===== src/rtl/mul_seq_ctrl_pkg.sv =====
// Shared definitions for the shift-add multiply sequencer: state encoding
// and the default operand width.
package mul_seq_ctrl_pkg;

  localparam int DEFAULT_WIDTH = 8;

  typedef enum logic [1:0] {
    IDLE = 2'd0,
    RUN  = 2'd1,
    DONE = 2'd2
  } state_t;

endpackage


===== src/rtl/mul_seq_ctrl_add_n.sv =====
// WIDTH-bit ripple adder with carry-out, assembled from half/full adder cells.
module half_adder (
  input  logic x,
  input  logic y,
  output logic s,
  output logic co
);
  assign s  = x ^ y;
  assign co = x & y;
endmodule

module full_adder (
  input  logic x,
  input  logic y,
  input  logic ci,
  output logic s,
  output logic co
);
  assign s  = x ^ y ^ ci;
  assign co = (x & y) | (ci & (x ^ y));
endmodule

module add_n #(
  parameter int WIDTH = 8
) (
  input  logic [WIDTH-1:0] a,
  input  logic [WIDTH-1:0] b,
  output logic [WIDTH-1:0] sum,
  output logic             cout
);
  // c[i] is the carry into bit i; bit 0 has no carry-in.
  logic [WIDTH:1] c;

  half_adder u_ha0 (
    .x (a[0]),
    .y (b[0]),
    .s (sum[0]),
    .co(c[1])
  );

  for (genvar i = 1; i < WIDTH; i++) begin : g_fa
    full_adder u_fa (
      .x (a[i]),
      .y (b[i]),
      .ci(c[i]),
      .s (sum[i]),
      .co(c[i+1])
    );
  end

  assign cout = c[WIDTH];
endmodule


===== src/rtl/mul_seq_ctrl.sv =====
// Unsigned shift-add multiplier sequencer: one add/shift step per cycle,
// fixed WIDTH-cycle latency, back-to-back starts accepted from DONE.
module mul_seq_ctrl
  import mul_seq_ctrl_pkg::*;
#(
  parameter int WIDTH = DEFAULT_WIDTH
) (
  input  logic                 clk,
  input  logic                 rst,
  input  logic                 start,
  input  logic [WIDTH-1:0]     a,
  input  logic [WIDTH-1:0]     b,
  output logic                 busy,
  output logic                 done,
  output logic [2*WIDTH-1:0]   product,
  output logic [1:0]           dbg_state
);

  // Handshake: start is accepted on any edge where the block is not busy
  // (IDLE or DONE); busy stays high for exactly WIDTH cycles afterwards and
  // done pulses one cycle with product valid; start during busy is ignored.

  localparam int CW = (WIDTH > 1) ? $clog2(WIDTH) : 1;

  state_t               state, state_next;
  logic [WIDTH-1:0]     mcand;
  logic [2*WIDTH-1:0]   acc;
  logic [CW-1:0]        cnt;
  logic                 accept;
  logic                 last_step;
  logic [WIDTH-1:0]     sum;
  logic                 cout;
  logic [WIDTH-1:0]     hi_sel;
  logic                 carry_sel;
  logic [2*WIDTH-1:0]   acc_step;

  add_n #(.WIDTH(WIDTH)) u_add (
    .a   (acc[2*WIDTH-1:WIDTH]),
    .b   (mcand),
    .sum (sum),
    .cout(cout)
  );

  assign accept    = start && (state != RUN);
  assign last_step = (cnt == CW'(WIDTH - 1));

  // The carry never needs its own register: it is shifted into the top of
  // the accumulator in the same step that produced it.
  always_comb begin
    hi_sel    = acc[2*WIDTH-1:WIDTH];
    carry_sel = 1'b0;
    if (acc[0]) begin
      hi_sel    = sum;
      carry_sel = cout;
    end
    acc_step = {carry_sel, hi_sel, acc[WIDTH-1:1]};
  end

  always_ff @(posedge clk) begin
    if (rst) state <= IDLE;
    else     state <= state_next;
  end

  always_comb begin
    state_next = state;
    case (state)
      IDLE:    if (start) state_next = RUN;
      RUN:     if (last_step) state_next = DONE;
      DONE:    state_next = start ? RUN : IDLE;
      default: state_next = IDLE;
    endcase
  end

  always_ff @(posedge clk) begin
    if (rst) begin
      mcand   <= '0;
      acc     <= '0;
      cnt     <= '0;
      product <= '0;
    end else if (accept) begin
      mcand <= a;
      acc   <= {{WIDTH{1'b0}}, b};
      cnt   <= '0;
    end else if (state == RUN) begin
      acc <= acc_step;
      cnt <= cnt + CW'(1);
      if (last_step) product <= acc_step;
    end
  end

  assign busy      = (state == RUN);
  assign done      = (state == DONE);
  assign dbg_state = state;

endmodule


===== config.mk =====
export PLATFORM = sky130hd
export DESIGN_NAME = mul_seq_ctrl
export DESIGN_NICKNAME = d
export VERILOG_FILES = /design/src/rtl/mul_seq_ctrl_pkg.sv /design/src/rtl/mul_seq_ctrl_add_n.sv /design/src/rtl/mul_seq_ctrl.sv
export SDC_FILE = /design/constraint.sdc
export NUM_CORES = 1
export LEC_CHECK = 0
export BUFFER_PORTS_ARGS = -buffer_cell sky130_fd_sc_hd__buf_4
export CORE_MARGIN = 1
export CORE_UTILIZATION = 40
export CTS_CLUSTER_DIAMETER = 40
export CTS_CLUSTER_SIZE = 14
export DETAILED_ROUTE_END_ITERATION = 6
export REMOVE_ABC_BUFFERS = 1
export SLEW_MARGIN = 20
export SYNTH_ARGS = -nofsm -noshare
export SYNTH_HDL_FRONTEND = slang
export SYNTH_SLANG_ARGS = --single-unit
export TNS_END_PERCENT = 10

===== constraint.sdc =====
create_clock -name clk -period 9.6 [get_ports clk]
set_input_delay 1.92 -clock clk [delete_from_list [all_inputs] [get_ports clk]]
set_output_delay 1.92 -clock clk [all_outputs]
set_load 0.02 [all_outputs]

==> summary.md <==
| Metric | Value |
|---|---|
| Largest net degree at the start of global routing | `40` |
| Ys Warns | `0` |
| Worst skew pair latency | `0.30 ns` |
| Sequential area share after synthesis | `44.7%` |
| GPL Wtd Cong | `0.736` |
| Ranking of synthesized cells by area | `dfxtp_1 45%, fa_1 7.0%, a21oi_1 6.2%, mux2i_1 5.0%, nand2_1 4.5%` |
| Final hold slack | `0.462 ns` |
| Crit path required time | `roughly 7.7 ns` |
| Clk slew on worst S/H paths | `roughly 0.08 ns` |
| # H-tree levels | `2` |
| Global-route wire length before repair | `6840 um` |
| Synth Instances | `209` |
| Final setup vio count | `0` |
| Maximum VDD drop | `0.0819 mV` |
| Max Fclk | `around 270 MHz` |
| CTS Buf Count | `5` |
| Crit end category | `output pin` |
| Metal-1 WL | `2050 um` |
| Die W | `72.9 um` |
| Final #Nets | `approximately 270` |
| WP data arrival | `~1.8 ns` |
| WL met3 | `between 150 and 200 um` |
| Area leader, netlist | `dfxtp_1` |
| Leakage power | `0.911 nW` |
| Antenna viol nets, final | `0` |
| Post-CTS sizing | `0` |
| Relative max-transition margin | `between 40% and 50%` |
| Top sig layer | `met4` |
| Avg WL per Cell | `13.4 um` |
| Clock Tree Buf Depth | `2` |
| Type of the worst setup path | `reg -> out` |
| Number of global-route vias before repair | `1450` |
| Synth top area share | `44.7%` |
| Setup crit start kind | `register` |
| Crit path time final | `~3.7 ns` |
| FP Rows | `25` |
| Most frequent cells in the layout | `45 x dfxtp_1, 38 x buf_4, 25 x a21oi_1` |
| Layout Utilization | `between 40% and 50%` |
| Unrepaired setup endpoints after global routing | `no` |
| Core Region | `around 4800 um^2` |
| Initial Util | `42.1%` |
| Setup slack, reg-to-reg | `slightly above 6 ns` |
| RR Startpoint | `acc[8]$_SDFFE_PP0P_` |
| Max_cap viols | `0` |
| Initial antenna violation count | `0` |
| Post-DP HPWL | `~2700 um` |
| DRT iter0 DRCs | `73` |
| Skew final | `0.00546 ns` |
| Postcts setup bufs | `0` |
| Status | `completed` |
| HP Class | `reg -> reg` |
| Final Hold Fails | `0` |
| Yosys reg bits | `45` |
| Post-synth design cell area | `2010 um^2` |
| Crit path from | `dbg_state[1]$_SDFFE_PP0P_` |
| End point of the critical path | `busy` |
| Drt pass-1 iters | `4` |
| Share of layout cells above drive strength 1 | `23.4%` |
| Worst slew pin tran | `~0.86 ns` |
| Grt ovf | `0` |
| Period utilization | `38.8%` |
| Synthesized area per cell | `approximately 9.6 um^2` |
| Synth cell types | `32` |
| Critical R2R Capture | `product[14]$_SDFFE_PP0P_` |
| P per Cell Area | `148 nW/um^2` |
| Die Y | `72.9 um` |
| TNS Setup | `0 ns` |
| Clk sinks | `45` |
| GRT Overall Usage | `17.2%` |
| Hold_buf cts | `0` |
| TritonCTS clock tree | `done` |
| Max Slew Vio Count | `0` |
| DR WL met2 | `1800 um` |
| Top Ports | `39` |
| Die ar. | `between 5000 and 6000 um^2` |
| Commonest non-fill, non-tap cell in the layout | `dfxtp_1` |
| Worst-path fanout max | `24` |
| DR vias | `between 1.5k and 2k` |
| Vias/cell | `about 5` |
| Port bufs | `38` |
| Cell count of the worst reg-to-reg path | `12` |
| Root Driver | `clkbuf_8` |
| Detailed-route wire length | `4100 um` |
| DRC violations left | `0` |
| Diode count | `0` |
| Layout area overhead | `17.0%` |
## worst min-delay path by stage
stage	from	endpoint	slack (ns)	depth (start not counted)
2_1_floorplan	acc[7]$_SDFFE_PP0P_	product[6]$_SDFFE_PP0P_	0.44	2
3_3_place_gp	product[11]$_SDFFE_PP0P_	product[11]$_SDFFE_PP0P_	0.44	2
3_5_place_dp	product[2]$_SDFFE_PP0P_	product[2]$_SDFFE_PP0P_	0.45	2
4_1_cts	product[1]$_SDFFE_PP0P_	product[1]$_SDFFE_PP0P_	0.46	2
5_1_grt	product[4]$_SDFFE_PP0P_	product[4]$_SDFFE_PP0P_	0.48	2
6_report	product[11]$_SDFFE_PP0P_	product[11]$_SDFFE_PP0P_	0.46	2
## registers in the layout, indices dropped and copies added (netlist names)
signal / cells
acc: 16
cnt: 3
dbg_state: 2
mcand: 8
product: 16
## per-layer routing
metal	track usage [%]	vias to the layer above
met5	0	-
met4	6.54	0
met3	4.70	7
met2	26.6	34
met1	22.8	703
li1	-	780
## critical path, stage by stage (launching register included)
cell and delay (ns):
dfxtp_1 0.37, nand2b_1 0.69, inv_6 0.21, buf_4 0.23
## Yosys cell counts
master	number
nor2b_1	2
o2bb2ai_1	7
nand2b_1	2
a211oi_2	7
o22ai_1	1
buf_2	8
o21ai_1	4
ha_1	3
nor2_2	1
nand3_1	11
o211ai_1	1
a211oi_1	7
inv_2	1
buf_6	3
buf_4	4
nand2_1	24
nand3b_1	1
xnor2_1	1
nor3_2	2
and3b_1	1
inv_6	1
a21oi_1	25
fa_1	7
nor2_1	15
buf_1	1
nor3_1	1
or3_1	1
o21ai_0	6
mux2i_1	10
nor3_4	1
inv_1	5
dfxtp_1	45
## metrics by stage
step	cells	setup WS [ns]	total power, mW	instance area [um^2]
6_report	306	5.87	0.349	2350
5_1_grt	306	5.75	0.365	2350
4_1_cts	306	5.85	0.353	2350
3_5_place_dp	298	6.04	0.241	2270
3_3_place_gp	298	6.06	0.241	2270
2_1_floorplan	193	6.17	0.224	1910
## final cells by class
cell class | count | area (um^2)
fill | 496 | 2430
multi-input combinational | 141 | 973
sequential | 45 | 901
timing repair buffer | 38 | 285
tap | 67 | 83.8
clock buffer | 8 | 80.1
inverter | 7 | 31.3
## report_power, final
part	leakage, nW	total [mW]	switching, mW	internal [mW]
combinational	0.506	0.0377	0.0217	0.0160
sequential	0.366	0.199	0.00635	0.193
clock	0.0395	0.112	0.0607	0.0518
## cell families (layout without fill, tap and decap cells)
group           count (synthesis)  after routing  share of synthesized area [%]
compound gates                 58             58                           19.4
buf+inv                        23             53                           6.90
flops                          45             45                           44.7
mux                            10             10                           4.97
simple gates                   62             62                           14.7
fa+ha+maj                      10             10                           8.83
xor+xnor                        1              1                          0.435
Power figures use the tool's default switching activity.
